File: config.mk
export PLATFORM = sky130hd
export DESIGN_NAME = spi_slave_tx_fifo_flat
export DESIGN_NICKNAME = d
export VERILOG_FILES = /design/src/rtl/spi_slave_tx_fifo_pkg.sv /design/src/rtl/spi_slave_tx_fifo_if.sv /design/src/rtl/spi_slave_tx_fifo_fifo.sv /design/src/rtl/spi_slave_tx_fifo.sv /design/src/flat_wrapper.sv
export SDC_FILE = /design/constraint.sdc
export NUM_CORES = 1
export LEC_CHECK = 0
export CORE_ASPECT_RATIO = 0.75
export CORE_MARGIN = 2
export CORE_UTILIZATION = 49
export DETAILED_ROUTE_END_ITERATION = 7
export PLACE_DENSITY = 0.66
export SLEW_MARGIN = 10
export SYNTH_ARGS = -nofsm -noshare
export SYNTH_HDL_FRONTEND = slang
export SYNTH_SLANG_ARGS = --single-unit
File: constraint.sdc
create_clock -name sys_clk -period 7.75 [get_ports sys_clk]
set_clock_uncertainty 0.15 [all_clocks]
set_input_delay 1.1625 -clock sys_clk [delete_from_list [all_inputs] [get_ports sys_clk]]
set_output_delay 1.1625 -clock sys_clk [all_outputs]
set_load 0.02 [all_outputs]
File: src/rtl/spi_slave_tx_fifo_pkg.sv
// Shared definitions for the SPI-slave MISO transmitter slice.
// Contents: SPI clock-phase mode constants, synchroniser depth and the
// transmit FSM state encoding. Imported by the FIFO and the top.
package spi_slave_tx_fifo_pkg;

  // Clock-phase modes (CPOL is always 0).
  localparam int SPI_MODE0 = 32'd0;  // bit 0 valid at CS fall, shift on sck fall
  localparam int SPI_MODE1 = 32'd1;  // bit 0 presented on first sck rise

  // Flops in each sck / cs_n synchroniser chain.
  localparam int SYNC_STAGES = 32'd2;

  typedef enum logic [1:0] {
    ST_IDLE  = 2'd0,
    ST_LOAD  = 2'd1,
    ST_SHIFT = 2'd2
  } tx_state_e;

endpackage

File: src/rtl/spi_slave_tx_fifo_if.sv
// Valid/ready word-push port of the SPI-slave transmitter.
// Signals:
//   s_data  - word to transmit (DATA_W bits)
//   s_valid - s_data valid
//   s_ready - transmitter FIFO can accept a word
// Modports: master (word producer), slave (transmitter).
interface spi_slave_tx_fifo_if #(
  parameter int DATA_W = 8
);
  logic [DATA_W-1:0] s_data;
  logic              s_valid;
  logic              s_ready;

  modport master (output s_data, output s_valid, input s_ready);
  modport slave  (input s_data, input s_valid, output s_ready);
endinterface

File: src/rtl/spi_slave_tx_fifo_fifo.sv
// spi_tx_fifo: synchronous first-word-fall-through FIFO.
// Ports:
//   sys_clk, sys_rst       - clock, synchronous active-high reset
//   wr_data, wr_en         - push side; ignored while full
//   rd_en                  - pop request; ignored while empty
//   rd_data                - head word, valid whenever !empty
//   full, empty, level     - occupancy status
module spi_tx_fifo
  import spi_slave_tx_fifo_pkg::*;
#(
  parameter int DATA_W     = 8,
  parameter int FIFO_DEPTH = 16
) (
  input  logic                        sys_clk,
  input  logic                        sys_rst,
  input  logic [DATA_W-1:0]           wr_data,
  input  logic                        wr_en,
  input  logic                        rd_en,
  output logic [DATA_W-1:0]           rd_data,
  output logic                        full,
  output logic                        empty,
  output logic [$clog2(FIFO_DEPTH):0] level
);

  localparam int AW = $clog2(FIFO_DEPTH);

  logic [DATA_W-1:0] mem_r [FIFO_DEPTH];
  logic [AW-1:0]     wr_ptr_r;
  logic [AW-1:0]     rd_ptr_r;
  logic [AW:0]       level_r;
  logic              wr_ok_s;
  logic              rd_ok_s;

  assign full    = (level_r == (AW+1)'(FIFO_DEPTH));
  assign empty   = (level_r == '0);
  assign level   = level_r;
  assign rd_data = mem_r[rd_ptr_r];
  // A push while full is dropped even if a pop frees a slot this cycle.
  assign wr_ok_s = wr_en & ~full;
  assign rd_ok_s = rd_en & ~empty;

  // Storage array write port (contents need no reset).
  always_ff @(posedge sys_clk) begin
    if (wr_ok_s) begin
      mem_r[wr_ptr_r] <= wr_data;
    end
  end

  // Pointers wrap naturally since FIFO_DEPTH is a power of two.
  always_ff @(posedge sys_clk) begin
    if (sys_rst) begin
      wr_ptr_r <= '0;
      rd_ptr_r <= '0;
      level_r  <= '0;
    end else begin
      if (wr_ok_s) begin
        wr_ptr_r <= wr_ptr_r + AW'(1);
      end
      if (rd_ok_s) begin
        rd_ptr_r <= rd_ptr_r + AW'(1);
      end
      case ({wr_ok_s, rd_ok_s})
        2'b10:   level_r <= level_r + (AW+1)'(1);
        2'b01:   level_r <= level_r - (AW+1)'(1);
        default: level_r <= level_r;
      endcase
    end
  end

endmodule

File: src/rtl/spi_slave_tx_fifo.sv
// spi_slave_tx_fifo: SPI-slave MISO transmitter with an input FIFO.
// Oversamples spi_sck / spi_cs_n in the sys_clk domain and serialises FIFO
// words back-to-back while CS is low; IDLE_WORD is sent on FIFO underrun.
// Ports:
//   sys_clk, sys_rst           - clock, synchronous active-high reset
//   s_if (slave)               - valid/ready word push port
//   spi_sck, spi_cs_n          - asynchronous SPI master clock / select
//   spi_miso, spi_miso_oe      - serial data and its tri-state enable
//   fifo_level                 - FIFO occupancy
//   word_done, underrun        - single-cycle event pulses
//   underrun_cnt               - saturating underrun count, present only
//                                when SPI_TX_STATUS_EN is defined
module spi_slave_tx_fifo
  import spi_slave_tx_fifo_pkg::*;
#(
  parameter int                DATA_W     = 8,
  parameter int                FIFO_DEPTH = 16,
  parameter int                CPHA       = 0,
  parameter int                MSB_FIRST  = 1,
  parameter logic [DATA_W-1:0] IDLE_WORD  = '0
) (
  input  logic                        sys_clk,
  input  logic                        sys_rst,
  spi_slave_tx_fifo_if.slave          s_if,
  input  logic                        spi_sck,
  input  logic                        spi_cs_n,
  output logic                        spi_miso,
  output logic                        spi_miso_oe,
  output logic [$clog2(FIFO_DEPTH):0] fifo_level,
  output logic                        word_done,
  output logic                        underrun
`ifdef SPI_TX_STATUS_EN
  ,
  output logic [15:0]                 underrun_cnt
`endif
);

  localparam int                CNT_W    = $clog2(DATA_W + 1);
  localparam logic [CNT_W-1:0]  LAST_CNT = CNT_W'(DATA_W - 1);

  // Bit presented first from a word, according to the shift order.
  function automatic logic first_bit(input logic [DATA_W-1:0] w);
    if (MSB_FIRST != 0) begin
      first_bit = w[DATA_W-1];
    end else begin
      first_bit = w[0];
    end
  endfunction

  // Word with the presented bit consumed.
  function automatic logic [DATA_W-1:0] shift_word(input logic [DATA_W-1:0] w);
    if (MSB_FIRST != 0) begin
      shift_word = {w[DATA_W-2:0], 1'b0};
    end else begin
      shift_word = {1'b0, w[DATA_W-1:1]};
    end
  endfunction

  logic [SYNC_STAGES-1:0] sck_sync_r;
  logic [SYNC_STAGES-1:0] cs_sync_r;
  logic                   sck_d_r;
  logic                   cs_d_r;
  logic                   sck_rise_s;
  logic                   sck_fall_s;
  logic                   cs_rise_s;
  logic                   cs_fall_s;
  logic                   shift_edge_s;

  tx_state_e              state_r;
  logic [DATA_W-1:0]      shreg_r;
  logic [DATA_W-1:0]      next_word_s;
  logic [CNT_W-1:0]       bit_cnt_r;
  logic                   miso_r;
  logic                   oe_r;
  logic                   word_done_r;
  logic                   underrun_r;

  logic                   fifo_rd_s;
  logic [DATA_W-1:0]      fifo_rd_data_s;
  logic                   fifo_full_s;
  logic                   fifo_empty_s;
  logic [DATA_W-1:0]      load_word_s;

  spi_tx_fifo #(
    .DATA_W     (DATA_W),
    .FIFO_DEPTH (FIFO_DEPTH)
  ) u_fifo (
    .sys_clk (sys_clk),
    .sys_rst (sys_rst),
    .wr_data (s_if.s_data),
    .wr_en   (s_if.s_valid),
    .rd_en   (fifo_rd_s),
    .rd_data (fifo_rd_data_s),
    .full    (fifo_full_s),
    .empty   (fifo_empty_s),
    .level   (fifo_level)
  );

  assign s_if.s_ready = ~fifo_full_s;

  // Edge detect compares the last synchroniser stage with its delayed copy,
  // so an external edge reaches the FSM registers on the third sys_clk edge.
  assign sck_rise_s   = sck_sync_r[SYNC_STAGES-1] & ~sck_d_r;
  assign sck_fall_s   = ~sck_sync_r[SYNC_STAGES-1] & sck_d_r;
  assign cs_rise_s    = cs_sync_r[SYNC_STAGES-1] & ~cs_d_r;
  assign cs_fall_s    = ~cs_sync_r[SYNC_STAGES-1] & cs_d_r;
  assign shift_edge_s = (CPHA == SPI_MODE0) ? sck_fall_s : sck_rise_s;

  // A CS rise during LOAD aborts the frame without consuming the head word.
  assign fifo_rd_s    = (state_r == ST_LOAD) & ~cs_rise_s;
  // An empty FIFO always yields IDLE_WORD, even if a push lands this cycle.
  assign load_word_s  = fifo_empty_s ? IDLE_WORD : fifo_rd_data_s;
  assign next_word_s  = shift_word(shreg_r);

  // SPI clock and chip-select synchronisers plus edge-detect history.
  always_ff @(posedge sys_clk) begin
    if (sys_rst) begin
      sck_sync_r <= '0;
      cs_sync_r  <= '1;
      sck_d_r    <= 1'b0;
      cs_d_r     <= 1'b1;
    end else begin
      sck_sync_r <= {sck_sync_r[SYNC_STAGES-2:0], spi_sck};
      cs_sync_r  <= {cs_sync_r[SYNC_STAGES-2:0], spi_cs_n};
      sck_d_r    <= sck_sync_r[SYNC_STAGES-1];
      cs_d_r     <= cs_sync_r[SYNC_STAGES-1];
    end
  end

  // Transmit FSM, shift register, bit counter and registered outputs.
  always_ff @(posedge sys_clk) begin
    if (sys_rst) begin
      state_r     <= ST_IDLE;
      shreg_r     <= '0;
      bit_cnt_r   <= '0;
      miso_r      <= 1'b0;
      oe_r        <= 1'b0;
      word_done_r <= 1'b0;
      underrun_r  <= 1'b0;
    end else begin
      word_done_r <= 1'b0;
      underrun_r  <= 1'b0;
      if (cs_rise_s) begin
        state_r <= ST_IDLE;
        miso_r  <= 1'b0;
        oe_r    <= 1'b0;
        // The final shift edge may coincide with deselect; the word counts.
        if ((state_r == ST_SHIFT) && shift_edge_s && (bit_cnt_r == LAST_CNT)) begin
          word_done_r <= 1'b1;
        end
      end else begin
        case (state_r)
          ST_IDLE: begin
            miso_r <= 1'b0;
            oe_r   <= 1'b0;
            if (cs_fall_s) begin
              state_r <= ST_LOAD;
              oe_r    <= 1'b1;
            end
          end
          ST_LOAD: begin
            oe_r       <= 1'b1;
            shreg_r    <= load_word_s;
            bit_cnt_r  <= '0;
            underrun_r <= fifo_empty_s;
            state_r    <= ST_SHIFT;
            // Mode 1 keeps the previous bit on the line until the next sck rise.
            if (CPHA == SPI_MODE0) begin
              miso_r <= first_bit(load_word_s);
            end
          end
          ST_SHIFT: begin
            oe_r <= 1'b1;
            if (shift_edge_s) begin
              bit_cnt_r <= bit_cnt_r + CNT_W'(1);
              if (CPHA == SPI_MODE0) begin
                // Mode 0: the last fall only ends the word; LOAD drives the next bit 0.
                if (bit_cnt_r != LAST_CNT) begin
                  shreg_r <= next_word_s;
                  miso_r  <= first_bit(next_word_s);
                end
              end else begin
                miso_r  <= first_bit(shreg_r);
                shreg_r <= next_word_s;
              end
              if (bit_cnt_r == LAST_CNT) begin
                word_done_r <= 1'b1;
                state_r     <= ST_LOAD;
              end
            end
          end
          default: begin
            state_r <= ST_IDLE;
            miso_r  <= 1'b0;
            oe_r    <= 1'b0;
          end
        endcase
      end
    end
  end

  assign spi_miso    = miso_r;
  assign spi_miso_oe = oe_r;
  assign word_done   = word_done_r;
  assign underrun    = underrun_r;

`ifdef SPI_TX_STATUS_EN
  logic [15:0] underrun_cnt_r;

  // Saturating underrun counter, cleared only by reset.
  always_ff @(posedge sys_clk) begin
    if (sys_rst) begin
      underrun_cnt_r <= 16'h0000;
    end else if (underrun_r && (underrun_cnt_r != 16'hFFFF)) begin
      underrun_cnt_r <= underrun_cnt_r + 16'h0001;
    end
  end

  assign underrun_cnt = underrun_cnt_r;
`endif

endmodule

File: src/flat_wrapper.sv
// flat-port wrapper written by rule: the top's interface ports become plain ports
module spi_slave_tx_fifo_flat import spi_slave_tx_fifo_pkg::*;
#(
  parameter int                DATA_W     = 8,
  parameter int                FIFO_DEPTH = 16,
  parameter int                CPHA       = 0,
  parameter int                MSB_FIRST  = 1,
  parameter logic [DATA_W-1:0] IDLE_WORD  = '0
)
  (sys_clk, sys_rst, spi_sck, spi_cs_n, spi_miso, spi_miso_oe, fifo_level, word_done, underrun, s_if_s_data, s_if_s_valid, s_if_s_ready);
  spi_slave_tx_fifo_if #(.DATA_W(DATA_W)) s_if_i ();
  input  logic sys_clk;
  input  logic sys_rst;
  input  logic spi_sck;
  input  logic spi_cs_n;
  output logic spi_miso;
  output logic spi_miso_oe;
  output logic [$clog2(FIFO_DEPTH):0] fifo_level;
  output logic word_done;
  output logic underrun;
  input wire logic [$bits(s_if_i.s_data)-1:0] s_if_s_data;
  input wire logic [$bits(s_if_i.s_valid)-1:0] s_if_s_valid;
  output wire logic [$bits(s_if_i.s_ready)-1:0] s_if_s_ready;
  assign s_if_i.s_data = s_if_s_data;
  assign s_if_i.s_valid = s_if_s_valid;
  assign s_if_s_ready = s_if_i.s_ready;
  spi_slave_tx_fifo #(.DATA_W(DATA_W), .FIFO_DEPTH(FIFO_DEPTH), .CPHA(CPHA), .MSB_FIRST(MSB_FIRST), .IDLE_WORD(IDLE_WORD)) u_core (.sys_clk(sys_clk), .sys_rst(sys_rst), .s_if(s_if_i), .spi_sck(spi_sck), .spi_cs_n(spi_cs_n), .spi_miso(spi_miso), .spi_miso_oe(spi_miso_oe), .fifo_level(fifo_level), .word_done(word_done), .underrun(underrun));
endmodule
==> impl_metrics.toml <==
[timing]
tns_ns = 0
fmax_mhz = 284
period_needed_ns = 3.52
hold_violations = 0
finalCritPeriodShare = 0.454
relSlewSlack = 0.174
rsz0062_at_grt = "false"
tightest_slew_ns = 1.23
setup_violations = 0
timing.hold.ws_ns = 0.272
drv_slew = 0

[placement]
dp_hpwl_mm = 8.69
place_area_mm2 = 0.00718
gp_congestion = 0.836
io_buffer_count = 22

[floorplanning]
coreArea_mm2 = 0.0137
die_area_mm2 = 0.0149
rows = 37
die_w_um = 140
die_h_um = 106
start_util = 0.501
io_pins = 23

[power_and_ir_drop]
ir_drop_uv = 184
cellLeakagePower_nw = 2.56
cellPowerDensity_mw_per_mm2 = 277
power.total_mw = 2.16

[cts]
ctsHoldBuffers = 0
path_clk_slew_ns = 0.07
cts_resized = 0
cts_buffers = 17
clk_path_buf_depth = 2
htree_levels = 4
cts_tree = "yes"
post_cts_buffers = 0
cts_num_sinks = 168
cts-root-buf = "clkbuf_16"
clk_latency_ns = 0.42

[setup_path]
timing.critical_path.fanout_max = 9
worst_ep_arrival_time_ns = 3.67
worstPathRequired_ns = 7.90
cp-end-kind = "register"
start_kind = "input port"
crit_type = "input port to register"

[synth]
postSynthAreaPerCell_um2 = 15.9
synth_top_family_by_area = "multiplexers"
synth.area.mux_share = 0.135
synth_compound_gate_area_share = 0.0494
synthCells = 429
synth-xor-area-share = 0.0154
synth_area_mm2 = 0.00684
syn_nets = 454
yosys.area_share.simple = 0.0770
synthArstFlopShare = 0
yosysWarningCount = 0
synthAdderAreaFrac = 0.0220
ys_types = 49
synth_ff_type = "edfxtp_1"
seq_area_frac_synth = 0.679
synth_seq_cells = 168
synth_edf_count = 128

[route]
via_count = 3722
drc = 0
avgRoutedWirePerCell_um = 21.3
vias_per_cell = 5.84
finalWirelength_mm = 13.5
drt-initial-drc-count = 378
ant_nets = 0
first_pass_iters = 5

[global_routing]
antenna_found_initial = 0
grt_max_degree = 41
track_usage = 0.194
grt_pass1_wl_mm = 20.9
grt_overflow = 0
grt_pass1_vias = 3676

[cells_and_area]
final_nets = 474
post-route-cell-area_mm2 = 0.00778
antenna_cells = 0
layout-drive-gt1-share = 0.158
fillers = 1064
area_growth_pct = 13.8

[hold_path]
hold_class = "register to register"

[run]
maxCapViolCount = 0

[status]
status = "finished clean"
## registers in the layout, indices dropped and copies added (netlist names), 2 cells and up, named ones only
| register | count |
|---|---|
| u_core.u_fifo.mem_r | 128 |
| u_core.shreg_r | 7 |
| u_core.u_fifo.level | 5 |
| u_core.bit_cnt_r | 4 |
| u_core.u_fifo.rd_ptr_r | 4 |
| u_core.u_fifo.wr_ptr_r | 4 |
| u_core.cs_sync_r | 2 |
| u_core.sck_sync_r | 2 |
| u_core.state_r | 2 |
## power breakdown
part	leakage [nW]	internal, mW	total (mW)	switching (mW)
combinational	0.776	0.122	0.256	0.134
sequential	1.48	1.01	1.05	0.0480
clock	0.306	0.493	0.848	0.355
## cell type report
type / instances / area (µm²) / share of cell area
Inverter: 6 / 22.5 / 0.00289
Clock inverter: 9 / 71.3 / 0.00917
Timing Repair Buffer: 24 / 235 / 0.0302
Clock buffer: 23 / 533 / 0.0685
Tap cell: 175 / 219 / 0.0281
Sequential cell: 168 / 4650 / 0.597
Multi-Input combinational cell: 232 / 2050 / 0.264
## final timing paths
path | depth (start not counted) | from | slack, ns | to
setup / recovery | 11 | s_if_s_valid | 4.23 | u_core.u_fifo.level[4]$_SDFFE_PP0P_
hold / removal | 1 | u_core.cs_sync_r[0]$_SDFF_PP1_ | 0.27 | u_core.cs_sync_r[1]$_SDFF_PP1_
setup reg to reg | 10 | u_core.u_fifo.level[0]$_SDFFE_PP0P_ | 4.62 | u_core.u_fifo.level[4]$_SDFFE_PP0P_
hold reg to reg | 1 | u_core.cs_sync_r[0]$_SDFF_PP1_ | 0.27 | u_core.cs_sync_r[1]$_SDFF_PP1_
## cell families after synthesis
family,count (synthesis)
flip-flops,168
AND/OR/NAND/NOR,108
AO/OA/AOI/OAI,51
multiplexers,49
buffers and inverters,29
XOR/XNOR,12
adder cells (fa/ha/maj),12
## synth_stat cells, types with 4 or more instances
cell        n  share of area
o22ai_1     7         0.0064
dfxtp_1    40           0.12
or2_2       4         0.0037
inv_1       6         0.0033
a21oi_1    14          0.010
mux4_1      7          0.027
xor2_1      9          0.012
o21ai_0     7         0.0051
nor2b_1     5         0.0046
nor3_1      7         0.0051
mux2_2      5         0.0082
nand2_1    20          0.011
ha_1       12          0.022
mux4_2     25          0.082
mux2i_1    12          0.018
a22oi_1     4         0.0044
or3_1       5         0.0046
buf_2       8         0.0059
nor2_1     43          0.024
buf_6       4         0.0066
edfxtp_1  128           0.56
nand2b_1   10         0.0092
clkbuf_1   10         0.0055
## stage by stage
step | util | std cells | setup WS (ns)
6_report | 0.570 | 637 | 4.23
5_1_grt | 0.570 | 637 | 4.10
4_1_cts | 0.570 | 637 | 4.31
3_5_place_dp | 0.525 | 605 | 3.88
3_3_place_gp | 0.525 | 605 | 3.82
2_1_floorplan | - | 429 | 4.52
## metal layers
layer  wire [µm]  vias to the layer above  GRT usage
met4         148                        0     0.0577
met1        6520                     1897      0.293
met5           0                        -          0
met2        6090                      118      0.280
met3         795                       11     0.0495
li1            -                     1696          -
## worst max-delay path, stage by stage
cell and delay [ns]:
clkdlybuf4s50_1 0.48, a21boi_2 0.39, inv_1 0.09, ha_1 0.32, xor2_1 0.18, ha_1 0.21, nand2_1 0.07, nor2_1 0.11
o21ai_0 0.11, and4b_1 0.21, or3_1 0.35
## layout by cell type, fill, tap and decap left out, types with 4 or more instances in the layout
cell / synthesis / routed
edfxtp_1: 128 / 128
nor2_1: 43 / 43
dfxtp_1: 40 / 39
mux4_2: 25 / 25
clkdlybuf4s50_1: 0 / 22
nand2_1: 20 / 20
clkbuf_16: 0 / 20
a21oi_1: 14 / 14
mux2i_1: 12 / 12
ha_1: 12 / 12
nand2b_1: 10 / 10
xor2_1: 9 / 9
o22ai_1: 7 / 7
mux4_1: 7 / 7
o21ai_0: 7 / 7
inv_1: 6 / 6
nor3_1: 7 / 5
nor2b_1: 5 / 5
mux2_2: 5 / 5
or3_1: 5 / 5
inv_6: 0 / 5
a22oi_1: 4 / 4
or2_2: 4 / 4
Power figures use the tool's default switching activity.
